### config.mk
export PLATFORM = sky130hd
export DESIGN_NAME = pim_req_arbiter_flat
export DESIGN_NICKNAME = d
export VERILOG_FILES = /design/src/rtl/pim_pkg.sv /design/src/rtl/pim_req_arbiter_if.sv /design/src/rtl/pim_rr_arbiter.sv /design/src/rtl/pim_req_arbiter.sv /design/src/flat_wrapper.sv
export SDC_FILE = /design/constraint.sdc
export NUM_CORES = 1
export LEC_CHECK = 0
export CAP_MARGIN = 40
export CORE_UTILIZATION = 30
export DETAILED_ROUTE_END_ITERATION = 6
export PLACE_DENSITY = 0.7
export SLEW_MARGIN = 25
export SYNTH_ARGS = -nofsm -noshare
export SYNTH_HDL_FRONTEND = slang
export SYNTH_SLANG_ARGS = --single-unit
### constraint.sdc
create_clock -name clk -period 1.85 [get_ports clk]
set_input_delay 0.37 -clock clk [delete_from_list [all_inputs] [get_ports clk]]
set_output_delay 0.37 -clock clk [all_outputs]
set_load 0.05 [all_outputs]
### src/rtl/pim_pkg.sv
// ---------------------------------------------------------------------------
// pim_pkg
// Shared definitions for the PIM request arbiter slice: FSM state encoding,
// AXI4 constant field values and the PIM MAC trigger ID.
// No ports (package).
// ---------------------------------------------------------------------------
package pim_pkg;

    // Transaction FSM: one state per AXI channel phase plus a response pulse
    typedef enum logic [2:0] {
        IDLE,
        AW,
        W,
        B,
        AR,
        R,
        RESP
    } pim_state_t;

    localparam logic [1:0] AXI_BURST_INCR = 2'b01;
    localparam logic [1:0] AXI_RESP_OKAY  = 2'b00;

    // Writes with this ID trigger a MAC in the PIM slave; the arbiter treats
    // them as ordinary writes.
    localparam logic [7:0] PIM_MAC_ID = 8'h80;

endpackage

### src/rtl/pim_req_arbiter_if.sv
// ---------------------------------------------------------------------------
// pim_req_arbiter_if
// AXI4 master bus between pim_req_arbiter and the shared axi_pim slave.
// Only the fields a single-beat transaction needs are carried.
// Modports:
//   master - arbiter side (drives aw/w/ar channels, bready, rready)
//   slave  - PIM slave side (drives awready, wready, arready, b and r channels)
// ---------------------------------------------------------------------------
interface pim_req_arbiter_if #(
    parameter int DATA_WIDTH = 32,
    parameter int ADDR_WIDTH = 16,
    parameter int ID_WIDTH   = 8
);
    localparam int STRB_WIDTH = DATA_WIDTH / 8;

    logic [ID_WIDTH-1:0]   awid;
    logic [ADDR_WIDTH-1:0] awaddr;
    logic [7:0]            awlen;
    logic [2:0]            awsize;
    logic [1:0]            awburst;
    logic                  awvalid;
    logic                  awready;

    logic [DATA_WIDTH-1:0] wdata;
    logic [STRB_WIDTH-1:0] wstrb;
    logic                  wlast;
    logic                  wvalid;
    logic                  wready;

    logic [ID_WIDTH-1:0]   bid;
    logic [1:0]            bresp;
    logic                  bvalid;
    logic                  bready;

    logic [ID_WIDTH-1:0]   arid;
    logic [ADDR_WIDTH-1:0] araddr;
    logic [7:0]            arlen;
    logic [2:0]            arsize;
    logic [1:0]            arburst;
    logic                  arvalid;
    logic                  arready;

    logic [ID_WIDTH-1:0]   rid;
    logic [DATA_WIDTH-1:0] rdata;
    logic [1:0]            rresp;
    logic                  rlast;
    logic                  rvalid;
    logic                  rready;

    modport master (
        output awid, awaddr, awlen, awsize, awburst, awvalid,
        input  awready,
        output wdata, wstrb, wlast, wvalid,
        input  wready,
        input  bid, bresp, bvalid,
        output bready,
        output arid, araddr, arlen, arsize, arburst, arvalid,
        input  arready,
        input  rid, rdata, rresp, rlast, rvalid,
        output rready
    );

    modport slave (
        input  awid, awaddr, awlen, awsize, awburst, awvalid,
        output awready,
        input  wdata, wstrb, wlast, wvalid,
        output wready,
        output bid, bresp, bvalid,
        input  bready,
        input  arid, araddr, arlen, arsize, arburst, arvalid,
        output arready,
        output rid, rdata, rresp, rlast, rvalid,
        input  rready
    );

endinterface

### src/rtl/pim_rr_arbiter.sv
// ---------------------------------------------------------------------------
// pim_rr_arbiter
// Two-way round-robin grant selection, purely combinational.
// Ports:
//   i_valid[1:0]   - pending requests
//   i_lastGrant    - index granted most recently
//   i_enable       - arbitration allowed this cycle
//   o_grant        - selected requester index
//   o_grantValid   - a grant is issued this cycle
// ---------------------------------------------------------------------------
module pim_rr_arbiter (
    input  logic [1:0] i_valid,
    input  logic       i_lastGrant,
    input  logic       i_enable,
    output logic       o_grant,
    output logic       o_grantValid
);

    // A lone requester always wins; on a tie the one not served last wins,
    // so two busy requesters strictly alternate.
    always_comb begin
        o_grant      = 1'b0;
        o_grantValid = 1'b0;
        if (i_valid == 2'b11) begin
            o_grant = ~i_lastGrant;
        end else begin
            o_grant = i_valid[1];
        end
        o_grantValid = i_enable && (i_valid != 2'b00);
    end

endmodule

### src/rtl/pim_req_arbiter.sv
// ---------------------------------------------------------------------------
// pim_req_arbiter
// Shares one AXI4 PIM slave between two single-word requesters. Requests are
// arbitrated round-robin and serialised into single-beat AXI4 transactions,
// one in flight at a time; the response pulses back on the granted side only.
// Ports:
//   clk, rst                        - clock, synchronous active-high reset
//   i_req_valid_N / o_req_ready_N   - request handshake, N = 0,1
//   i_req_write_N, i_req_id_N,
//   i_req_addr_N, i_req_wdata_N     - request payload
//   o_resp_valid_N, o_resp_rdata_N,
//   o_resp_err_N                    - one-cycle response, no backpressure
//   axi                             - AXI4 master bus (pim_req_arbiter_if)
// Optional macro PIM_ARB_STATS_EN adds o_grant_cnt_0, o_grant_cnt_1 (32-bit
// wrapping accept counters) and o_err_cnt (16-bit saturating error counter).
// ---------------------------------------------------------------------------
module pim_req_arbiter
    import pim_pkg::*;
#(
    parameter int DATA_WIDTH = 32,
    parameter int ADDR_WIDTH = 16,
    parameter int STRB_WIDTH = DATA_WIDTH / 8,
    parameter int ID_WIDTH   = 8
) (
    input  logic                  clk,
    input  logic                  rst,
    input  logic                  i_req_valid_0,
    output logic                  o_req_ready_0,
    input  logic                  i_req_write_0,
    input  logic [ID_WIDTH-1:0]   i_req_id_0,
    input  logic [ADDR_WIDTH-1:0] i_req_addr_0,
    input  logic [DATA_WIDTH-1:0] i_req_wdata_0,
    output logic                  o_resp_valid_0,
    output logic [DATA_WIDTH-1:0] o_resp_rdata_0,
    output logic                  o_resp_err_0,
    input  logic                  i_req_valid_1,
    output logic                  o_req_ready_1,
    input  logic                  i_req_write_1,
    input  logic [ID_WIDTH-1:0]   i_req_id_1,
    input  logic [ADDR_WIDTH-1:0] i_req_addr_1,
    input  logic [DATA_WIDTH-1:0] i_req_wdata_1,
    output logic                  o_resp_valid_1,
    output logic [DATA_WIDTH-1:0] o_resp_rdata_1,
    output logic                  o_resp_err_1,
`ifdef PIM_ARB_STATS_EN
    output logic [31:0]           o_grant_cnt_0,
    output logic [31:0]           o_grant_cnt_1,
    output logic [15:0]           o_err_cnt,
`endif
    pim_req_arbiter_if.master     axi
);

    localparam logic [2:0] AXI_SIZE = 3'($clog2(STRB_WIDTH));

    pim_state_t                     r_state;
    logic                           r_lastGrant;
    logic                           r_grantIdx;
    logic [ID_WIDTH-1:0]            r_id;
    logic [ADDR_WIDTH-1:0]          r_addr;
    logic [DATA_WIDTH-1:0]          r_wdata;
    logic                           r_awvalid;
    logic                           r_wvalid;
    logic                           r_bready;
    logic                           r_arvalid;
    logic                           r_rready;
    logic [1:0]                     r_respValid;
    logic [1:0]                     r_respErr;
    logic [1:0][DATA_WIDTH-1:0]     r_respRdata;

    logic                           w_arbEnable;
    logic                           w_grant;
    logic                           w_grantValid;
    logic                           w_selWrite;
    logic [ID_WIDTH-1:0]            w_selId;
    logic [ADDR_WIDTH-1:0]          w_selAddr;
    logic [DATA_WIDTH-1:0]          w_selWdata;
    logic                           w_bErr;
    logic                           w_rErr;
    logic                           w_unusedRlast;

    // Arbitration only happens while idle and never during reset, which also
    // keeps both ready outputs low while rst is asserted.
    assign w_arbEnable = (r_state == IDLE) && !rst;

    pim_rr_arbiter u_rrArbiter (
        .i_valid      ({i_req_valid_1, i_req_valid_0}),
        .i_lastGrant  (r_lastGrant),
        .i_enable     (w_arbEnable),
        .o_grant      (w_grant),
        .o_grantValid (w_grantValid)
    );

    assign o_req_ready_0 = w_grantValid && !w_grant;
    assign o_req_ready_1 = w_grantValid &&  w_grant;

    assign w_selWrite = w_grant ? i_req_write_1 : i_req_write_0;
    assign w_selId    = w_grant ? i_req_id_1    : i_req_id_0;
    assign w_selAddr  = w_grant ? i_req_addr_1  : i_req_addr_0;
    assign w_selWdata = w_grant ? i_req_wdata_1 : i_req_wdata_0;

    // An ID mismatch is flagged like a slave error so a misrouted response
    // can never be mistaken for a good one.
    assign w_bErr = (axi.bresp != AXI_RESP_OKAY) || (axi.bid != r_id);
    assign w_rErr = (axi.rresp != AXI_RESP_OKAY) || (axi.rid != r_id);

    // arlen is always zero, so every read beat is the last one.
    assign w_unusedRlast = axi.rlast;

    assign axi.awid    = r_id;
    assign axi.awaddr  = r_addr;
    assign axi.awlen   = 8'd0;
    assign axi.awsize  = AXI_SIZE;
    assign axi.awburst = AXI_BURST_INCR;
    assign axi.awvalid = r_awvalid;
    assign axi.wdata   = r_wdata;
    assign axi.wstrb   = '1;
    assign axi.wlast   = r_wvalid;
    assign axi.wvalid  = r_wvalid;
    assign axi.bready  = r_bready;
    assign axi.arid    = r_id;
    assign axi.araddr  = r_addr;
    assign axi.arlen   = 8'd0;
    assign axi.arsize  = AXI_SIZE;
    assign axi.arburst = AXI_BURST_INCR;
    assign axi.arvalid = r_arvalid;
    assign axi.rready  = r_rready;

    assign o_resp_valid_0 = r_respValid[0];
    assign o_resp_valid_1 = r_respValid[1];
    assign o_resp_err_0   = r_respErr[0];
    assign o_resp_err_1   = r_respErr[1];
    assign o_resp_rdata_0 = r_respRdata[0];
    assign o_resp_rdata_1 = r_respRdata[1];

    // Transaction FSM. Every AXI valid/ready and every response output is a
    // register set on entry to its state and cleared on the handshake, so AW
    // and W can never overlap. Response outputs are only non-zero during the
    // RESP pulse; a reset abandons the transaction without a response.
    always_ff @(posedge clk) begin
        if (rst) begin
            r_state     <= IDLE;
            r_lastGrant <= 1'b1;
            r_grantIdx  <= 1'b0;
            r_id        <= '0;
            r_addr      <= '0;
            r_wdata     <= '0;
            r_awvalid   <= 1'b0;
            r_wvalid    <= 1'b0;
            r_bready    <= 1'b0;
            r_arvalid   <= 1'b0;
            r_rready    <= 1'b0;
            r_respValid <= '0;
            r_respErr   <= '0;
            r_respRdata <= '0;
        end else begin
            case (r_state)
                IDLE: begin
                    if (w_grantValid) begin
                        r_grantIdx  <= w_grant;
                        r_lastGrant <= w_grant;
                        r_id        <= w_selId;
                        r_addr      <= w_selAddr;
                        r_wdata     <= w_selWdata;
                        if (w_selWrite) begin
                            r_awvalid <= 1'b1;
                            r_state   <= AW;
                        end else begin
                            r_arvalid <= 1'b1;
                            r_state   <= AR;
                        end
                    end
                end
                AW: begin
                    if (axi.awready) begin
                        r_awvalid <= 1'b0;
                        r_wvalid  <= 1'b1;
                        r_state   <= W;
                    end
                end
                W: begin
                    if (axi.wready) begin
                        r_wvalid <= 1'b0;
                        r_bready <= 1'b1;
                        r_state  <= B;
                    end
                end
                B: begin
                    if (axi.bvalid) begin
                        r_bready                <= 1'b0;
                        r_respValid[r_grantIdx] <= 1'b1;
                        r_respErr[r_grantIdx]   <= w_bErr;
                        r_state                 <= RESP;
                    end
                end
                AR: begin
                    if (axi.arready) begin
                        r_arvalid <= 1'b0;
                        r_rready  <= 1'b1;
                        r_state   <= R;
                    end
                end
                R: begin
                    if (axi.rvalid) begin
                        r_rready                <= 1'b0;
                        r_respValid[r_grantIdx] <= 1'b1;
                        r_respErr[r_grantIdx]   <= w_rErr;
                        r_respRdata[r_grantIdx] <= axi.rdata;
                        r_state                 <= RESP;
                    end
                end
                RESP: begin
                    r_respValid <= '0;
                    r_respErr   <= '0;
                    r_respRdata <= '0;
                    r_state     <= IDLE;
                end
                default: begin
                    r_state <= IDLE;
                end
            endcase
        end
    end

`ifdef PIM_ARB_STATS_EN
    logic [31:0] r_grantCnt0;
    logic [31:0] r_grantCnt1;
    logic [15:0] r_errCnt;
    logic        w_errEvent;

    assign w_errEvent = ((r_state == B) && axi.bvalid && w_bErr) ||
                        ((r_state == R) && axi.rvalid && w_rErr);

    // Accept counters wrap naturally; the error counter sticks at all-ones
    // so a long error burst is never reported as a small number.
    always_ff @(posedge clk) begin
        if (rst) begin
            r_grantCnt0 <= '0;
            r_grantCnt1 <= '0;
            r_errCnt    <= '0;
        end else begin
            if (o_req_ready_0 && i_req_valid_0) begin
                r_grantCnt0 <= r_grantCnt0 + 32'd1;
            end
            if (o_req_ready_1 && i_req_valid_1) begin
                r_grantCnt1 <= r_grantCnt1 + 32'd1;
            end
            if (w_errEvent && (r_errCnt != 16'hFFFF)) begin
                r_errCnt <= r_errCnt + 16'd1;
            end
        end
    end

    assign o_grant_cnt_0 = r_grantCnt0;
    assign o_grant_cnt_1 = r_grantCnt1;
    assign o_err_cnt     = r_errCnt;
`endif

endmodule

### src/flat_wrapper.sv
// flat-port wrapper written by rule: the top's interface ports become plain ports
module pim_req_arbiter_flat import pim_pkg::*;
#(
    parameter int DATA_WIDTH = 32,
    parameter int ADDR_WIDTH = 16,
    parameter int STRB_WIDTH = DATA_WIDTH / 8,
    parameter int ID_WIDTH   = 8
)
  (clk, rst, i_req_valid_0, o_req_ready_0, i_req_write_0, i_req_id_0, i_req_addr_0, i_req_wdata_0, o_resp_valid_0, o_resp_rdata_0, o_resp_err_0, i_req_valid_1, o_req_ready_1, i_req_write_1, i_req_id_1, i_req_addr_1, i_req_wdata_1, o_resp_valid_1, o_resp_rdata_1, o_resp_err_1, axi_awid, axi_awaddr, axi_awlen, axi_awsize, axi_awburst, axi_awvalid, axi_awready, axi_wdata, axi_wstrb, axi_wlast, axi_wvalid, axi_wready, axi_bid, axi_bresp, axi_bvalid, axi_bready, axi_arid, axi_araddr, axi_arlen, axi_arsize, axi_arburst, axi_arvalid, axi_arready, axi_rid, axi_rdata, axi_rresp, axi_rlast, axi_rvalid, axi_rready);
  pim_req_arbiter_if #(.DATA_WIDTH(DATA_WIDTH), .ADDR_WIDTH(ADDR_WIDTH), .ID_WIDTH(ID_WIDTH)) axi_i ();
  input  logic clk;
  input  logic rst;
  input  logic i_req_valid_0;
  output logic o_req_ready_0;
  input  logic i_req_write_0;
  input  logic [ID_WIDTH-1:0] i_req_id_0;
  input  logic [ADDR_WIDTH-1:0] i_req_addr_0;
  input  logic [DATA_WIDTH-1:0] i_req_wdata_0;
  output logic o_resp_valid_0;
  output logic [DATA_WIDTH-1:0] o_resp_rdata_0;
  output logic o_resp_err_0;
  input  logic i_req_valid_1;
  output logic o_req_ready_1;
  input  logic i_req_write_1;
  input  logic [ID_WIDTH-1:0] i_req_id_1;
  input  logic [ADDR_WIDTH-1:0] i_req_addr_1;
  input  logic [DATA_WIDTH-1:0] i_req_wdata_1;
  output logic o_resp_valid_1;
  output logic [DATA_WIDTH-1:0] o_resp_rdata_1;
  output logic o_resp_err_1;
  output wire logic [$bits(axi_i.awid)-1:0] axi_awid;
  output wire logic [$bits(axi_i.awaddr)-1:0] axi_awaddr;
  output wire logic [$bits(axi_i.awlen)-1:0] axi_awlen;
  output wire logic [$bits(axi_i.awsize)-1:0] axi_awsize;
  output wire logic [$bits(axi_i.awburst)-1:0] axi_awburst;
  output wire logic [$bits(axi_i.awvalid)-1:0] axi_awvalid;
  input wire logic [$bits(axi_i.awready)-1:0] axi_awready;
  output wire logic [$bits(axi_i.wdata)-1:0] axi_wdata;
  output wire logic [$bits(axi_i.wstrb)-1:0] axi_wstrb;
  output wire logic [$bits(axi_i.wlast)-1:0] axi_wlast;
  output wire logic [$bits(axi_i.wvalid)-1:0] axi_wvalid;
  input wire logic [$bits(axi_i.wready)-1:0] axi_wready;
  input wire logic [$bits(axi_i.bid)-1:0] axi_bid;
  input wire logic [$bits(axi_i.bresp)-1:0] axi_bresp;
  input wire logic [$bits(axi_i.bvalid)-1:0] axi_bvalid;
  output wire logic [$bits(axi_i.bready)-1:0] axi_bready;
  output wire logic [$bits(axi_i.arid)-1:0] axi_arid;
  output wire logic [$bits(axi_i.araddr)-1:0] axi_araddr;
  output wire logic [$bits(axi_i.arlen)-1:0] axi_arlen;
  output wire logic [$bits(axi_i.arsize)-1:0] axi_arsize;
  output wire logic [$bits(axi_i.arburst)-1:0] axi_arburst;
  output wire logic [$bits(axi_i.arvalid)-1:0] axi_arvalid;
  input wire logic [$bits(axi_i.arready)-1:0] axi_arready;
  input wire logic [$bits(axi_i.rid)-1:0] axi_rid;
  input wire logic [$bits(axi_i.rdata)-1:0] axi_rdata;
  input wire logic [$bits(axi_i.rresp)-1:0] axi_rresp;
  input wire logic [$bits(axi_i.rlast)-1:0] axi_rlast;
  input wire logic [$bits(axi_i.rvalid)-1:0] axi_rvalid;
  output wire logic [$bits(axi_i.rready)-1:0] axi_rready;
  assign axi_awid = axi_i.awid;
  assign axi_awaddr = axi_i.awaddr;
  assign axi_awlen = axi_i.awlen;
  assign axi_awsize = axi_i.awsize;
  assign axi_awburst = axi_i.awburst;
  assign axi_awvalid = axi_i.awvalid;
  assign axi_i.awready = axi_awready;
  assign axi_wdata = axi_i.wdata;
  assign axi_wstrb = axi_i.wstrb;
  assign axi_wlast = axi_i.wlast;
  assign axi_wvalid = axi_i.wvalid;
  assign axi_i.wready = axi_wready;
  assign axi_i.bid = axi_bid;
  assign axi_i.bresp = axi_bresp;
  assign axi_i.bvalid = axi_bvalid;
  assign axi_bready = axi_i.bready;
  assign axi_arid = axi_i.arid;
  assign axi_araddr = axi_i.araddr;
  assign axi_arlen = axi_i.arlen;
  assign axi_arsize = axi_i.arsize;
  assign axi_arburst = axi_i.arburst;
  assign axi_arvalid = axi_i.arvalid;
  assign axi_i.arready = axi_arready;
  assign axi_i.rid = axi_rid;
  assign axi_i.rdata = axi_rdata;
  assign axi_i.rresp = axi_rresp;
  assign axi_i.rlast = axi_rlast;
  assign axi_i.rvalid = axi_rvalid;
  assign axi_rready = axi_i.rready;
  pim_req_arbiter #(.DATA_WIDTH(DATA_WIDTH), .ADDR_WIDTH(ADDR_WIDTH), .STRB_WIDTH(STRB_WIDTH), .ID_WIDTH(ID_WIDTH)) u_core (.clk(clk), .rst(rst), .i_req_valid_0(i_req_valid_0), .o_req_ready_0(o_req_ready_0), .i_req_write_0(i_req_write_0), .i_req_id_0(i_req_id_0), .i_req_addr_0(i_req_addr_0), .i_req_wdata_0(i_req_wdata_0), .o_resp_valid_0(o_resp_valid_0), .o_resp_rdata_0(o_resp_rdata_0), .o_resp_err_0(o_resp_err_0), .i_req_valid_1(i_req_valid_1), .o_req_ready_1(o_req_ready_1), .i_req_write_1(i_req_write_1), .i_req_id_1(i_req_id_1), .i_req_addr_1(i_req_addr_1), .i_req_wdata_1(i_req_wdata_1), .o_resp_valid_1(o_resp_valid_1), .o_resp_rdata_1(o_resp_rdata_1), .o_resp_err_1(o_resp_err_1), .axi(axi_i));
endmodule
==> out/qor_table.md, run 1 <==
| Stage | Parameter | This run |
| --- | --- | --- |
| run status | Run status | completed |
| min path | Tightest Hold Check Type | primary input to flip-flop |
| timing | Worst Max-Slew Pin Slew | 0.733 ns |
| power and ir drop | Overall Power | 16.1 mW |
| final layout | Fin cells | 1239 |
| drt | Routed Wire Length | 19500 um |
| synth | Post-Syn Area | 0.00609 sq mm |
| final layout | Fraction of layout cells with a size suffix above 1 | 22.3% |
| placed design | Routability-driven placement congestion ratio | 0.847 |
| clock network | Clock sink total | 134 |
| synth | Portion of the post-synthesis area used by sequential elements | 44.1% |
| critical path | Worst Path Class, Setup | flip-flop to output port |
| power and ir drop | Power per cell area | 1630 mW/mm^2 |
| global route | Initial antenna violation count | 0 |
| timing | Final cycle utilization of the critical path | 98.6% |
| final layout | Final antenna diode count | 0 |
| clock network | Cell at the root of the clock tree | sky130_fd_sc_hd__clkbuf_16 |
| critical path | Kind of end point of the critical path | output port |
| synth | Most used DFF post-synth | sky130_fd_sc_hd__dfxtp_1 |
| timing | Tmin final | 1.82 ns |
| global route | All-layer global routing usage | 18.2% |
| timing | Number of pins exceeding their max-slew limit in the final report | 0 |
| timing | Unrepaired setup endpoints after global routing | yes |
| drt | Total vias in the final route | 5758 |
| min path | Hold-critical path depth | 2 |
| clock network | Clock tree from TritonCTS | yes |
| clock network | Largest buffer count on any clock path | 2 |
| global route | Number of global-route vias before repair | 5424 |
| clock network | CTS buffer count | 17 |
| timing | Fmax achieved | 548 MHz |
| drt | Number of nets still failing antenna checks after routing | 0 |
| synth | Mapped Avg Cell Area | 9.34 sq um |
| synth | Number of distinct library cell variants in the gate-level netlist after synthesis | 45 |
| critical path | Data required, critical path | 1.48 ns |
| floorplanning | Overall die height | 144 um |
| timing | Clock tree skew after final layout | 0.00857 ns |
| floorplanning | Core box area | 0.0197 sq mm |
| placed design | Count of input and output buffers | 330 |
| timing | Relative slew slack | 51.2% |
| floorplanning | Width of the die | 144 um |
| placed design | Detailed Place HPWL | 14400 um |
| drt | Routed wire length per instance | 15.7 um |
| synth | Count of flip-flops with a built-in enable after synthesis | 0 |
| global route | Largest net degree at the start of global routing | 127 |
| final layout | Layout Area Growth over Synthesis | 61.9% |
| synth | Number of cells produced by synthesis | 652 |
| clock network | CTS H-Tree Depth | 4 |
| global route | First-pass GRT wire length | 29000 um |
| drt | Number of vias per cell after detailed routing | 4.65 |
| drt | DRC violations left | 0 |
| floorplanning | Starting Density | 31.0% |
| clock network | CTS hold repair buffers | 0 |
| global route | Total grt overflow | 0 |
| synth | Flops & latches, synth | 134 |
| critical path | Arrival time reported for the critical path endpoint | 1.45 ns |
| power and ir drop | Worst-case vdd ir drop | 935 uV |
| final layout | Final net count | 1137 |
| drt | Number of detailed-routing iterations run before antenna repair | 6 |
| floorplanning | Number of placement rows | 51 |
| critical path | Worst Reg2Reg Path Length in Cells | 8 |
| power and ir drop | Leak | 4.19 nW |
| clock network | CTS clock-pin slew for the worst setup and hold paths | 0.06 ns |
| flow run | Number of violations of the max-capacitance limit | 0 |
| placed design | Number of placed instances with taps included | 1202 |
| critical path | Kind of launch point of the worst setup path | flip-flop |
| drt | Drt initial violations | 218 |
| synth | Async set-reset flop share out of synthesis | 0% |
| critical path | Maximum fanout count along the critical path | 6 |
| timing | Count of endpoints failing setup in the final report | 0 |
| timing | Hold violation total from the final report | 0 |
| synth | Number of synthesis warnings | 0 |
| floorplanning | Number of top-level pins | 362 |
| clock network | Later-pin clock latency in the skew report | 0.41 ns |
| floorplanning | Die ar. | 0.0209 sq mm |
[critical path: stages, from the launching register on]
cell                      delay (ns)
sky130_fd_sc_hd__dfxtp_4        0.35
sky130_fd_sc_hd__buf_6          0.13
sky130_fd_sc_hd__nor2_4         0.12
sky130_fd_sc_hd__nand2_2        0.08
sky130_fd_sc_hd__nor3_4         0.18
sky130_fd_sc_hd__buf_6          0.18
[per-layer routing]
metal	global-route usage, %	part of all wire [%]
met1	22.5	43
met2	30.6	50
met3	3.84	5.3
met4	7.09	2.1
met5	0	0
[logic make-up (layout without fill, tap and decap cells)]
group | Yosys count | count (layout) | share of synthesized area (%)
buf+inv | 114 | 408 | 12.3
simple gates | 171 | 171 | 12.1
mux | 59 | 59 | 9.72
xor+xnor | 16 | 16 | 2.30
flops | 134 | 134 | 44.1
other cells | 2 | 30 | 0.123
compound gates | 156 | 156 | 19.4
[worst paths after layout]
check / startpoint / endpoint / slack [ns]
setup / recovery: u_core.r_state[0] / o_req_ready_0 / 0.03
hold reg to reg: u_core.r_respValid[1] / u_core.r_respValid[1] / 0.48
setup reg to reg: u_core.r_state[1] / u_core.r_state[0] / 0.17
hold / removal: rst / u_core.r_state[0] / 0.24
[Yosys cell counts (2+ instances only)]
cell type / count / area [sq um]
sky130_fd_sc_hd__a211oi_1: 47 / 353
sky130_fd_sc_hd__a211oi_2: 10 / 125
sky130_fd_sc_hd__a21o_1: 2 / 15.0
sky130_fd_sc_hd__a21oi_1: 12 / 60.1
sky130_fd_sc_hd__a22oi_1: 64 / 480
sky130_fd_sc_hd__a31oi_1: 2 / 12.5
sky130_fd_sc_hd__and3_1: 4 / 25.0
sky130_fd_sc_hd__buf_2: 12 / 60.1
sky130_fd_sc_hd__buf_4: 63 / 473
sky130_fd_sc_hd__buf_6: 9 / 101
sky130_fd_sc_hd__clkbuf_1: 24 / 90.1
sky130_fd_sc_hd__conb_1: 2 / 7.51
sky130_fd_sc_hd__dfxtp_1: 134 / 2680
sky130_fd_sc_hd__inv_1: 6 / 22.5
sky130_fd_sc_hd__mux2i_1: 58 / 581
sky130_fd_sc_hd__nand2_1: 10 / 37.5
sky130_fd_sc_hd__nand4_1: 5 / 31.3
sky130_fd_sc_hd__nor2_1: 132 / 495
sky130_fd_sc_hd__nor2b_1: 3 / 18.8
sky130_fd_sc_hd__nor3_1: 4 / 20.0
sky130_fd_sc_hd__o21a_1: 5 / 37.5
sky130_fd_sc_hd__o21ai_0: 5 / 25.0
sky130_fd_sc_hd__or3_1: 3 / 18.8
sky130_fd_sc_hd__xnor2_1: 14 / 123
sky130_fd_sc_hd__xor2_1: 2 / 17.5
[where the power goes]
part	internal [mW]	leakage [nW]	switching, mW
logic	3.11	2.80	5.41
registers	3.59	1.10	0.594
clock network	2.04	0.286	1.35
total	8.74	4.19	7.36
[stage by stage]
step / TNS [ns] / instance area [sq um] / hold WS, ns / util, % / setup slack, ns
finish: 0 / 9860 / 0.240 / 50.2 / 0.0250
global route: -0.0939 / 9860 / 0.225 / 50.2 / -0.0506
CTS: -0.0171 / 9830 / 0.224 / 50.0 / -0.0171
detailed placement: -11.79 / 9250 / 0.465 / 47.0 / -0.264
global placement: -9.50 / 9250 / 0.452 / 47.0 / -0.246
floorplan: 0 / 6210 / 0.434 / - / 0.0165
[cell type report]
type / count / area (sq um)
Clock buffer: 20 / 447
Clock inverter: 12 / 143
Tap cell: 265 / 332
Sequential cell: 134 / 2690
Timing Repair Buffer: 370 / 3430
Fill cell: 1890 / 9790
Inverter: 6 / 22.5
Multi-Input combinational cell: 432 / 2800
[placed cells by master (no fill, tap or decap), drive strengths merged, types with 2 or more instances in the layout]
master	n
nor2b	3
a21o	2
bufinv	2
conb	30
xor2	2
dfxtp	134
clkbuf	20
nand2	10
xnor2	14
o21ai	5
a21oi	12
mux2i	58
and3	4
nor2	133
clkinv	6
a31oi	2
clkdlybuf4s50	171
o21a	6
a22oi	64
nand4	5
or3	3
inv	9
nor3	4
dlygate4sd2	33
buf	165
a211oi	57
[state kept, by name, summed over array words and instances (netlist names)]
name,flops
u_core.axi.wdata,32
u_core.axi.bready,1
u_core.axi.arid,8
u_core.axi.awvalid,1
u_core.r_grantIdx,1
u_core.axi.arvalid,1
u_core.o_resp_rdata_0,32
u_core.axi.wlast,1
u_core.r_lastGrant,1
u_core.o_resp_rdata_1,32
u_core.axi.rready,1
u_core.r_respValid,2
u_core.r_state,3
u_core.r_respErr,2
u_core.axi.araddr,16
[timing repair]
| item | CTS | global route |
|---|---|---|
| setup endpoints to repair | 34 | 2 |
| setup buffers | 2 | 3 |
| resized for setup | 41 | 5 |
| pin swaps | 3 | 2 |
Power figures use the tool's default switching activity.
==> run 2: changes to the inputs <==
- ABC_AREA: default -> 1
==> run 2 against run 1 <==
Compared with the run above:
- the flow now finishes with violations (negative setup slack)
- register-to-register slack got worse by 0.05 ns
- combinational power fell by 48%
- setup slack got worse by 0.078 ns
- critical path depth rose by 1
- wire length rose by 7.5%
- total power fell by 31%
- die area rose by 1.6%
- via count rose by 13%
- cell area fell by 0.29%
- critical path type unchanged
- largest cell class unchanged
- highest routed layer unchanged
==> out/qor_table.md, run 2 <==
| Stage | Parameter | This run | Delta |
| --- | --- | --- | --- |
| run status | Run status | finished, violations left |  |
| run status | Violated checks | negative setup slack |  |
| critical path | Endpoint of the most critical register-to-register path | u_core.axi.wdata[8] |  |
| floorplanning | Core box area | 0.0202 sq mm | +3.0% |
| power and ir drop | Leak | 4.31 nW | +2.9% |
| critical path | Data required, critical path | 1.48 ns | about the same |
| clock network | Largest buffer count on any clock path | 2 | unchanged |
| critical path | Launching point of the worst reg2reg path | u_core.r_state[1] |  |
| drt | Number of nets still failing antenna checks after routing | 0 | unchanged |
| clock network | CTS H-Tree Depth | 4 | unchanged |
| floorplanning | Number of top-level pins | 362 | unchanged |
| drt | Routed Wire Length | 21000 um | +7.5% |
| floorplanning | Overall die height | 146 um | +0.81% |
| synth | Post-Syn Area | 0.00619 sq mm | +1.6% |
| min path | Tightest Hold Check Type | primary input to flip-flop |  |
| global route | First-pass GRT wire length | 32800 um | +13% |
| critical path | Arrival time reported for the critical path endpoint | 1.53 ns | +0.08 ns |
| synth | Most numerous cell in the Yosys netlist | sky130_fd_sc_hd__nand2_1 |  |
| drt | Routed wire length per instance | 14.4 um | -8.6% |
| final layout | Util after Layout | 48.6% | -1.6 points |
| drt | Number of detailed-routing iterations run before antenna repair | 4 | -2 |
| timing | Final cycle utilization of the critical path | 103% | +4.2 points |
| global route | All-layer global routing usage | 19.6% | +1.5 points |
| synth | Compound-Gate Fraction of Synth Area | 15.1% | -4.4 points |
| timing | Clock tree skew after final layout | 0.00808 ns | -0.000488 ns |
| power and ir drop | Overall Power | 11.2 mW | -31% |
| synth | Number of distinct library cell variants in the gate-level netlist after synthesis | 24 | -47% |
| power and ir drop | Worst-case vdd ir drop | 735 uV | -21% |
| synth | Flops & latches, synth | 134 | unchanged |
| drt | Total vias in the final route | 6526 | +13% |
| timing | Worst Max-Slew Pin Slew | 0.804 ns | +0.0709 ns |
| power and ir drop | Power per cell area | 1130 mW/mm^2 | -30% |
| timing | Tmin final | 1.90 ns | +0.0782 ns |
| timing | Count of endpoints failing setup in the final report | 2 | +2 |
| final layout | Number of filler instances in the final layout | 2003 | +6.0% |
| clock network | Clock sink total | 134 | unchanged |
| timing | Unrepaired setup endpoints after global routing | yes |  |
| synth | Simple-gate portion of the synthesized area | 22.1% | +10 points |
| clock network | Later-pin clock latency in the skew report | 0.42 ns | about the same |
| floorplanning | Number of placement rows | 52 | +2.0% |
| drt | Number of vias per cell after detailed routing | 4.48 | -3.7% |
| min path | Hold Crit Start | rst |  |
| final layout | Commonest cells after routing, fill and taps aside | sky130_fd_sc_hd__nand2_1 (232), sky130_fd_sc_hd__clkdlybuf4s50_1 (173), sky130_fd_sc_hd__buf_4 (153) |  |
| synth | Main combinational cell family by area after synthesis | simple AND/OR/NAND/NOR gates |  |
| global route | Total grt overflow | 0 | unchanged |
| final layout | Layout Area Growth over Synthesis | 58.9% |  |
| synth | Dominant cell type by area after synthesis | sky130_fd_sc_hd__dfxtp_1 |  |
| timing | Hold violation total from the final report | 0 | unchanged |
| placed design | Detailed Place HPWL | 15100 um | +4.9% |
| final layout | Most common cell after layout, fill and taps aside | sky130_fd_sc_hd__nand2_1 |  |
| final layout | Final antenna diode count | 0 | unchanged |
| synth | Leading cell types by count after synthesis | sky130_fd_sc_hd__nand2_1 (234), sky130_fd_sc_hd__dfxtp_1 (134), sky130_fd_sc_hd__inv_1 (129) |  |
| critical path | Flop-to-flop setup slack | 0.12 ns | -0.05 ns |
| synth | Post-synthesis mux area share | 0% | -9.7 points |
| synth | Adder-cell area share of the yosys netlist | 0% | unchanged |
| placed design | Count of input and output buffers | 330 | unchanged |
| min path | Hold worst-path end | u_core.axi.arvalid |  |
| critical path | Kind of launch point of the worst setup path | flip-flop |  |
| min path | Hold-critical path depth | 2 | unchanged |
| placed design | Routability-driven placement congestion ratio | 0.900 | +6.2% |
| final layout | Fraction of layout cells with a size suffix above 1 | 17.9% | -4.3 points |
| synth | Number of synthesis warnings | 0 | unchanged |
| critical path | Maximum fanout count along the critical path | 3 | -3 |
| clock network | CTS buffer count | 17 | unchanged |
| floorplanning | Width of the die | 146 um | +0.81% |
| synth | Parity-gate share of the synthesized area counting xor and xnor cells | 0.849% | -1.5 points |
| critical path | Worst Path Class, Setup | flip-flop to output port |  |
| synth | Mapped Avg Cell Area | 7.15 sq um | -23% |
| drt | DRC violations left | 0 | unchanged |
| global route | Largest net degree at the start of global routing | 75 | -41% |
| synth | Portion of the post-synthesis area used by sequential elements | 43.3% | -0.71 points |
| floorplanning | Die ar. | 0.0212 sq mm | +1.6% |
| synth | Area share of the largest cell type after synthesis | 43.3% | -0.71 points |
| synth | Number of cells produced by synthesis | 866 | +33% |
| synth | Async set-reset flop share out of synthesis | 0% | unchanged |
| clock network | Clock tree from TritonCTS | yes |  |
| timing | Relative slew slack | 46.4% | -4.7 points |
| synth | Most used DFF post-synth | sky130_fd_sc_hd__dfxtp_1 |  |
| flow run | Number of violations of the max-capacitance limit | 0 | unchanged |
| floorplanning | Starting Density | 30.6% | -0.39 points |
| clock network | CTS clock-pin slew for the worst setup and hold paths | 0.06 ns | about the same |
| timing | Fmax achieved | 525 MHz | -4.1% |
| timing | Number of pins exceeding their max-slew limit in the final report | 0 | unchanged |
| synth | Top cells by area in the synthesized netlist | sky130_fd_sc_hd__dfxtp_1 (43%), sky130_fd_sc_hd__nand2_1 (14%), sky130_fd_sc_hd__buf_4 (8.4%) |  |
| clock network | Cell at the root of the clock tree | sky130_fd_sc_hd__clkbuf_16 |  |
| critical path | Worst Reg2Reg Path Length in Cells | 10 | +2 |
| final layout | Final net count | 1351 | +19% |
| drt | Drt initial violations | 431 | +98% |
| global route | Initial antenna violation count | 0 | unchanged |
| synth | Count of flip-flops with a built-in enable after synthesis | 0 | unchanged |
| clock network | CTS hold repair buffers | 0 | unchanged |
| global route | Number of global-route vias before repair | 6130 | +13% |
| critical path | Kind of end point of the critical path | output port |  |
| timing | Least setup slack across all paths after layout | -0.0532 ns | -0.0782 ns |
-- run 2: changes by cell type after synthesis, sizes merged, moves of 8 or more --
cell / change
nand2: +229
a31oi: +54
a211oi: -57
mux2i: -58
xnor2: -8
a22oi: -32
nor2: -38
inv: +125
o22ai: +33
nand3: +12
-- run 2: timing repair --
action,4_1_cts,5_1_grt
buffers inserted,4,1
gates resized for setup,29,4
endpoints found under the setup margin,27,3
gates cloned,0,0
pin swaps,6,3
-- run 2: final cells by class --
| type | count | area [sq um] | area share [%] |
|---|---|---|---|
| Tap cell | 270 | 338 | 3.44 |
| Timing Repair Buffer | 361 | 3270 | 33.3 |
| Clock buffer | 18 | 439 | 4.47 |
| Inverter | 131 | 492 | 5.00 |
| Clock inverter | 14 | 119 | 1.21 |
| Multi-Input combinational cell | 530 | 2490 | 25.3 |
| Sequential cell | 134 | 2690 | 27.3 |
-- run 2: logic make-up (layout without fill, tap and decap cells) --
logic type,count (synthesis),count (layout)
XOR/XNOR,6,6
AND/OR/NAND/NOR,350,350
AO/OA/AOI/OAI,144,144
flip-flops,134,134
other,2,30
buffers and inverters,230,524
-- run 2: how the worst max path moves through the flow --
stage / cells after the start / slack (ns) / to / from
final: 6 / -0.05 / o_req_ready_1 / u_core.r_state[1]
after global routing: 6 / -0.12 / o_req_ready_1 / u_core.r_state[1]
after CTS: 6 / -0.09 / o_req_ready_0 / u_core.r_state[1]
after detailed placement: 8 / -0.22 / u_core.axi.wdata[7] / i_req_valid_1
after global placement: 8 / -0.19 / u_core.axi.wdata[8] / i_req_valid_1
after floorplan: 7 / 0.22 / o_req_ready_0 / u_core.r_state[0]
-- run 2: worst max-delay path, cell delays in order (launching register included) --
cell and delay [ns]:
sky130_fd_sc_hd__dfxtp_2 0.33, sky130_fd_sc_hd__nor2_4 0.12, sky130_fd_sc_hd__nand2_2 0.08, sky130_fd_sc_hd__nor2_2 0.11, sky130_fd_sc_hd__nand2_2 0.10, sky130_fd_sc_hd__nor2_4 0.20
sky130_fd_sc_hd__buf_12 0.17
-- run 2: per-stage QoR --
stage	hold WS (ns)	TNS, ns	std cells	instance area (sq um)	worst slack, ns
floorplan	0.442	0	894	6290	0.224
global placement	0.442	-9.27	1421	9250	-0.191
global route	0.134	-0.259	1458	9830	-0.122
detailed placement	0.446	-10.47	1421	9250	-0.220
CTS	0.131	-0.177	1457	9810	-0.0947
finish	0.152	-0.0799	1458	9830	-0.0532
-- run 2: report_power, final --
part / internal, mW / switching, mW
registers: 3.25 / 0.310
logic: 1.48 / 2.92
clock network: 1.78 / 1.41
total: 6.52 / 4.64
-- run 2: per-layer routing --
metal	GRT usage, %	up-vias	part of all wire [%]
li1	-	3266	-
met1	25.0	3006	44
met2	32.1	229	48
met3	5.05	25	5.8
met4	6.89	0	2.0
met5	0	-	0
==> run 3: changes to the inputs <==
- ABC_AREA: 1 -> default
==> results of run 3 <==
No change in the layout: final DEF, timing and power equal those of run 1.
==> RTL edit 1 (config.mk and constraints of run 3) <==
`ID_WIDTH` is set to 8 in 3 places; all go to 6.
--- a/src/rtl/pim_req_arbiter_if.sv
+++ b/src/rtl/pim_req_arbiter_if.sv
@@ -10,5 +10,5 @@
     parameter int DATA_WIDTH = 32,
     parameter int ADDR_WIDTH = 16,
-    parameter int ID_WIDTH   = 8
+    parameter int ID_WIDTH   = 6
 );
     localparam int STRB_WIDTH = DATA_WIDTH / 8;
--- a/src/rtl/pim_req_arbiter.sv
+++ b/src/rtl/pim_req_arbiter.sv
@@ -21,5 +21,5 @@
     parameter int ADDR_WIDTH = 16,
     parameter int STRB_WIDTH = DATA_WIDTH / 8,
-    parameter int ID_WIDTH   = 8
+    parameter int ID_WIDTH   = 6
 ) (
     input  logic                  clk,
--- a/src/flat_wrapper.sv
+++ b/src/flat_wrapper.sv
@@ -5,5 +5,5 @@
     parameter int ADDR_WIDTH = 16,
     parameter int STRB_WIDTH = DATA_WIDTH / 8,
-    parameter int ID_WIDTH   = 8
+    parameter int ID_WIDTH   = 6
 )
   (clk, rst, i_req_valid_0, o_req_ready_0, i_req_write_0, i_req_id_0, i_req_addr_0, i_req_wdata_0, o_resp_valid_0, o_resp_rdata_0, o_resp_err_0, i_req_valid_1, o_req_ready_1, i_req_write_1, i_req_id_1, i_req_addr_1, i_req_wdata_1, o_resp_valid_1, o_resp_rdata_1, o_resp_err_1, axi_awid, axi_awaddr, axi_awlen, axi_awsize, axi_awburst, axi_awvalid, axi_awready, axi_wdata, axi_wstrb, axi_wlast, axi_wvalid, axi_wready, axi_bid, axi_bresp, axi_bvalid, axi_bready, axi_arid, axi_araddr, axi_arlen, axi_arsize, axi_arburst, axi_arvalid, axi_arready, axi_rid, axi_rdata, axi_rresp, axi_rlast, axi_rvalid, axi_rready);
Ports: changed (6 resized); port bits go from 362 to 350. The function was not compared with the original's and may differ.
==> RTL edit 1 against run 3 <==
  * The run now ends with negative setup slack left
  * Sequential cell count shrank 2
  * Non-clock buffer count increased by 10
  * Clock skew hardly changed
  * Count of clock-buffer cells in the layout decreased by 1
  * Routed wire length rose by 2.2%
  * Die area rose by 2.0%
  * Synthesized cell count grew 7.5%
  * Cell area rose by 3.2%
  * Hold slack gained 0.070 ns
  * Area after synthesis increased by 2.0%
  * Worst setup slack worse by 0.28 ns
  * Via count rose by 5.1%
  * Critical path type unchanged
  * Largest cell class unchanged
  * Highest routed layer unchanged
Power is not compared: it rests on default switching activity, and its combinational part moved more than twofold at a synthesized area within 25%.
==> RTL edit 1: results <==
export IMPL_ys_warnings_count=0
export IMPL_violations="negative setup slack"
export IMPL_firstDrtPassIters=5
export IMPL_drive_above_1_share_pct=25.7
export IMPL_final_nets=1187
export IMPL_gp_congestion=0.790
export IMPL_worstPathArrival_ns=1.73
export IMPL_post_dp_cell_area_um2=9520
export IMPL_grt_max_degree=48
export IMPL_pre_cts_ws_ns=-0.356
export IMPL_setup_viol=2
export IMPL_cts_max_path_buffers=2
export IMPL_synth_area_mux_share_pct=9.02
export IMPL_port_buffers=318
export IMPL_viasPerCell=4.65
export IMPL_wl_per_cell_um=15.3
export IMPL_power_leakage_uw=0.00421
export IMPL_clkSlewWorstSetupHoldPaths_ns=0.06
export IMPL_fin_skew_ns=0.00810
export IMPL_grt_pass1_wl_um=30900
export IMPL_powerDensity_nw_per_um2=1050
export IMPL_timing_final_ws_setup_ns=-0.254
export IMPL_grt_pass1_vias=5905
export IMPL_tightestPinTransition_ns=0.508
export IMPL_htreeDepth=4
export IMPL_diodes=0
export IMPL_cts_made_buffers=17
export IMPL_cp_max_fo=3
export IMPL_drt_initial_drc_count=245
export IMPL_synth_compound_area_share_pct=18.1
export IMPL_synth_cell_type_count=47
export IMPL_fillCellCount=1933
export IMPL_place_hpwl_um=14800
export IMPL_synth_flop_cell="dfxtp_1"
export IMPL_grtUsageTotal_pct=18.5
export IMPL_min_path_type="input pin to register"
export IMPL_synthCells=701
export IMPL_final_cells=1301
export IMPL_synthTopCellsByCount="dfxtp_1, a21oi_1, nor2_1"
export IMPL_yosys_top_cells_area="dfxtp_1, mux2i_1, buf_4"
export IMPL_status="finished, violations left"
export IMPL_synth_seq_area_share_pct=42.5
export IMPL_synth_xor_area_share_pct=1.69
## RTL edit 1: changes by cell type in the layout (fill, tap and decap cells not counted), sizes merged, moves of 8 or more
cell           before  now
a21oi              12   76
a22oi              64    1
nand2              10   70
buf               165  185
nor2              133   72
clkdlybuf4s50     171  163
xnor2              14    6
nand3               1   66
## RTL edit 1: per-layer routing
metal  global-route usage, %  up-vias  share of wire, %
met2                    33.4      254                51
li1                        -     3003                 -
met1                    21.1     2774                40
met5                       0        -                 0
met3                    5.05       21               7.0
met4                    5.95        0               1.9
## RTL edit 1: path summary, 6_finish.rpt
kind / from / endpoint / slack [ns] / depth (start not counted)
setup / recovery: u_core.r_state[0]$_SDFFE_PP0P_ / o_req_ready_1 / -0.25 / 3
hold / removal: rst / u_core.axi.bready$_SDFFE_PP0P_ / 0.31 / 2
setup reg to reg: u_core.r_state[1]$_SDFFE_PP0P_ / u_core.axi.arid[0]$_SDFFE_PP0P_ / 0.17 / 8
hold reg to reg: u_core.o_resp_rdata_1[8]$_SDFFE_PP0P_ / u_core.o_resp_rdata_1[8]$_SDFFE_PP0P_ / 0.45 / 2
## RTL edit 1: logic make-up after synthesis
kind of cell / Yosys count
DFF: 132
AOI/OAI and AO/OA: 154
muxes: 56
xor gates and xnor gates: 12
other: 2
and+or+nand+nor: 233
buffers and inverters: 112
## RTL edit 1: stage by stage
| stage | utilization [%] | setup TNS (ns) |
|---|---|---|
| after global placement | 46.9 | -11.67 |
| final | 50.1 | -0.424 |
| after floorplan | - | -0.0652 |
| after detailed placement | 46.9 | -13.19 |
| after global routing | 50.1 | -0.528 |
| after CTS | 49.9 | -0.503 |
## RTL edit 1: where the power goes
part           internal, uW  switching (uW)  total [uW]
Sequential             3100             198        3300
Combinational          1450            2300        3760
Clock                  2290            1290        3580
Total                  6850            3790       10600
## RTL edit 1: worst max-delay path, stage by stage, from the launching register on
cell,delay [ns]
dfxtp_4,0.35
or4_4,0.56
nor3b_4,0.25
buf_12,0.16
## RTL edit 1: area by class of cell
type                            instances  area, um^2  share of cell area [%]
Sequential cell                       132        2650                    26.0
Tap cell                              270         338                    3.32
Timing Repair Buffer                  380        3550                    34.9
Clock inverter                         12         179                    1.76
Inverter                                3        11.3                   0.111
Clock buffer                           19         443                    4.35
Multi-Input combinational cell        485        3000                    29.5
## RTL edit 1: what timing repair did
action | CTS | global route
resized for setup | 35 | 1
setup endpoints to repair | 33 | 3
pin swaps | 2 | 3
buffers inserted | 1 | 3
gates cloned | 0 | 1
hold buffers | 0 | 0
==> RTL edit 2 (flow settings as in run 3) <==
Made on the original files. The 7 states of `pim_state_t` get a one-hot encoding in 7 bits.
--- a/src/rtl/pim_pkg.sv
+++ b/src/rtl/pim_pkg.sv
@@ -8,12 +8,12 @@
 
     // Transaction FSM: one state per AXI channel phase plus a response pulse
-    typedef enum logic [2:0] {
-        IDLE,
-        AW,
-        W,
-        B,
-        AR,
-        R,
-        RESP
+    typedef enum logic [6:0] {
+        IDLE = 7'b0000001,
+        AW   = 7'b0000010,
+        W    = 7'b0000100,
+        B    = 7'b0001000,
+        AR   = 7'b0010000,
+        R    = 7'b0100000,
+        RESP = 7'b1000000
     } pim_state_t;
 
Function: no difference found for any inputs over 4 cycles, from zero or initial values and one cycle with rst high; so few cycles prove little.
==> RTL edit 2 against run 3 <==
  * The flow now finishes with violations (negative setup slack)
  * Cell area is 5.4% higher
  * Worst setup slack got worse by 0.24 ns
  * Critical path depth unchanged
  * Area after synthesis is 6.5% higher
  * Sequential cell count grew 4
  * Critical path type is now input pin to output pin
  * Routed wire length rose by 2.3%
  * Final cell count rose by 3.1%
Power is not compared: it rests on default switching activity, and its combinational part moved more than twofold at a synthesized area within 25%.
==> RTL edit 2: results <==
export IMPL_port_buffers=330
export IMPL_synth_seq_area_share_pct=42.6
export IMPL_status="finished, violations left"
export IMPL_grt_pass1_vias=5665
export IMPL_antenna_found_initial=1
export IMPL_cp_max_fo=3
export IMPL_final_cells=1278
export IMPL_synthTopCellsByCount="nor2_1, dfxtp_1, a22oi_1"
export IMPL_tns_ns=-0.408
export IMPL_power_leakage_uw=0.00439
export IMPL_async_reset_ff_share_pct=0
export IMPL_grtUsageTotal_pct=17.3
export IMPL_setup_viol=2
export IMPL_ir_drop_mv=0.564
export IMPL_cts_max_path_buffers=2
export IMPL_htreeDepth=4
export IMPL_drt_initial_drc_count=188
export IMPL_grt_max_degree=92
export IMPL_fillCellCount=1985
export IMPL_cts_made_buffers=17
export IMPL_dp_cells=1240
export IMPL_firstDrtPassIters=4
export IMPL_syn_avg_cell_area_um2=9.84
export IMPL_min_path_type="input pin to register"
export IMPL_violations="negative setup slack"
export IMPL_clkSlewWorstSetupHoldPaths_ns=0.06
export IMPL_vias=5898
export IMPL_grt_pass1_wl_um=29600
export IMPL_drive_above_1_share_pct=29.5
export IMPL_gp_congestion=0.760
export IMPL_synth_cell_type_count=48
export IMPL_place_hpwl_um=15000
export IMPL_reg2reg_slack_ns=0.06
export IMPL_yosys_top_cells_area="dfxtp_1, a211oi_2, mux2i_1"
export IMPL_synth_flop_cell="dfxtp_1"
export IMPL_root_buffer="clkbuf_16"
export IMPL_fin_skew_ns=0.0105
export IMPL_wl_per_cell_um=15.6
export IMPL_clkLatencyLatePin_ns=0.41
export IMPL_diodes=0
export IMPL_timing_final_ws_setup_ns=-0.211
export IMPL_ys_warnings_count=0
-- RTL edit 2: metal layers --
metal	vias up	global-route usage, %	routed length, um
met5	-	0	0
met4	0	4.85	241
met3	16	5.75	1630
met2	209	32.9	10600
met1	2742	17.7	7450
li1	2931	-	-
-- RTL edit 2: metrics by stage --
stage               total power, uW  hold WS (ns)  setup slack [ns]  instance area (um^2)
global placement               7520         0.477            -0.203                  9790
CTS                           10800         0.294            -0.230                 10400
finish                        10700         0.310            -0.211                 10400
floorplan                      6340         0.434            0.0250                  6610
detailed placement             7570         0.483            -0.226                  9790
global route                  11200         0.309            -0.293                 10400
-- RTL edit 2: final timing paths --
path / start / to / depth (start not counted)
setup / recovery: i_req_valid_0 / o_req_ready_1 / 5
hold / removal: rst / u_core.r_state[4]$_SDFFE_PP0P_ / 2
setup reg to reg: u_core.r_state[5]$_SDFFE_PP0P_ / u_core.r_respErr[1]$_SDFFE_PP0P_ / 6
hold reg to reg: u_core.axi.rready$_SDFFE_PP0P_ / u_core.axi.rready$_SDFFE_PP0P_ / 2
-- RTL edit 2: area by class of cell --
type,count,share of cell area [%]
Timing Repair Buffer,386,34.4
Clock inverter,13,1.07
Multi-Input combinational cell,444,30.2
Inverter,3,0.108
Clock buffer,19,4.26
Sequential cell,138,26.7
Tap cell,275,3.31
-- RTL edit 2: critical path, stage by stage --
cell,delay (ns)
clkdlybuf4s50_1,0.49
nor2_1,0.06
nand4b_1,0.31
nor3b_4,0.28
buf_12,0.17
-- RTL edit 2: cell families (layout without fill, tap and decap cells) --
group	count (synthesis)	after routing	share of synthesized area, %
and+or+nand+nor	190	190	13.2
AOI/OAI and AO/OA	149	149	21.4
DFF	138	138	42.6
buffers and inverters	105	421	11.4
muxes	59	59	9.11
xor gates and xnor gates	16	16	2.16
other	2	30	0.116
-- RTL edit 2: what timing repair did --
item / in CTS / in global routing
pin swaps: 3 / 3
setup buffers: 3 / 3
gates cloned: 0 / 0
gates resized for setup: 34 / 2
endpoints found under the setup margin: 28 / 68
-- RTL edit 2: report_power, final --
group	internal, uW	switching (uW)	leakage, uW	total [uW]
Sequential	3250	203	0.00113	3450
Clock	1790	1410	0.000265	3190
Combinational	1550	2490	0.00300	4030
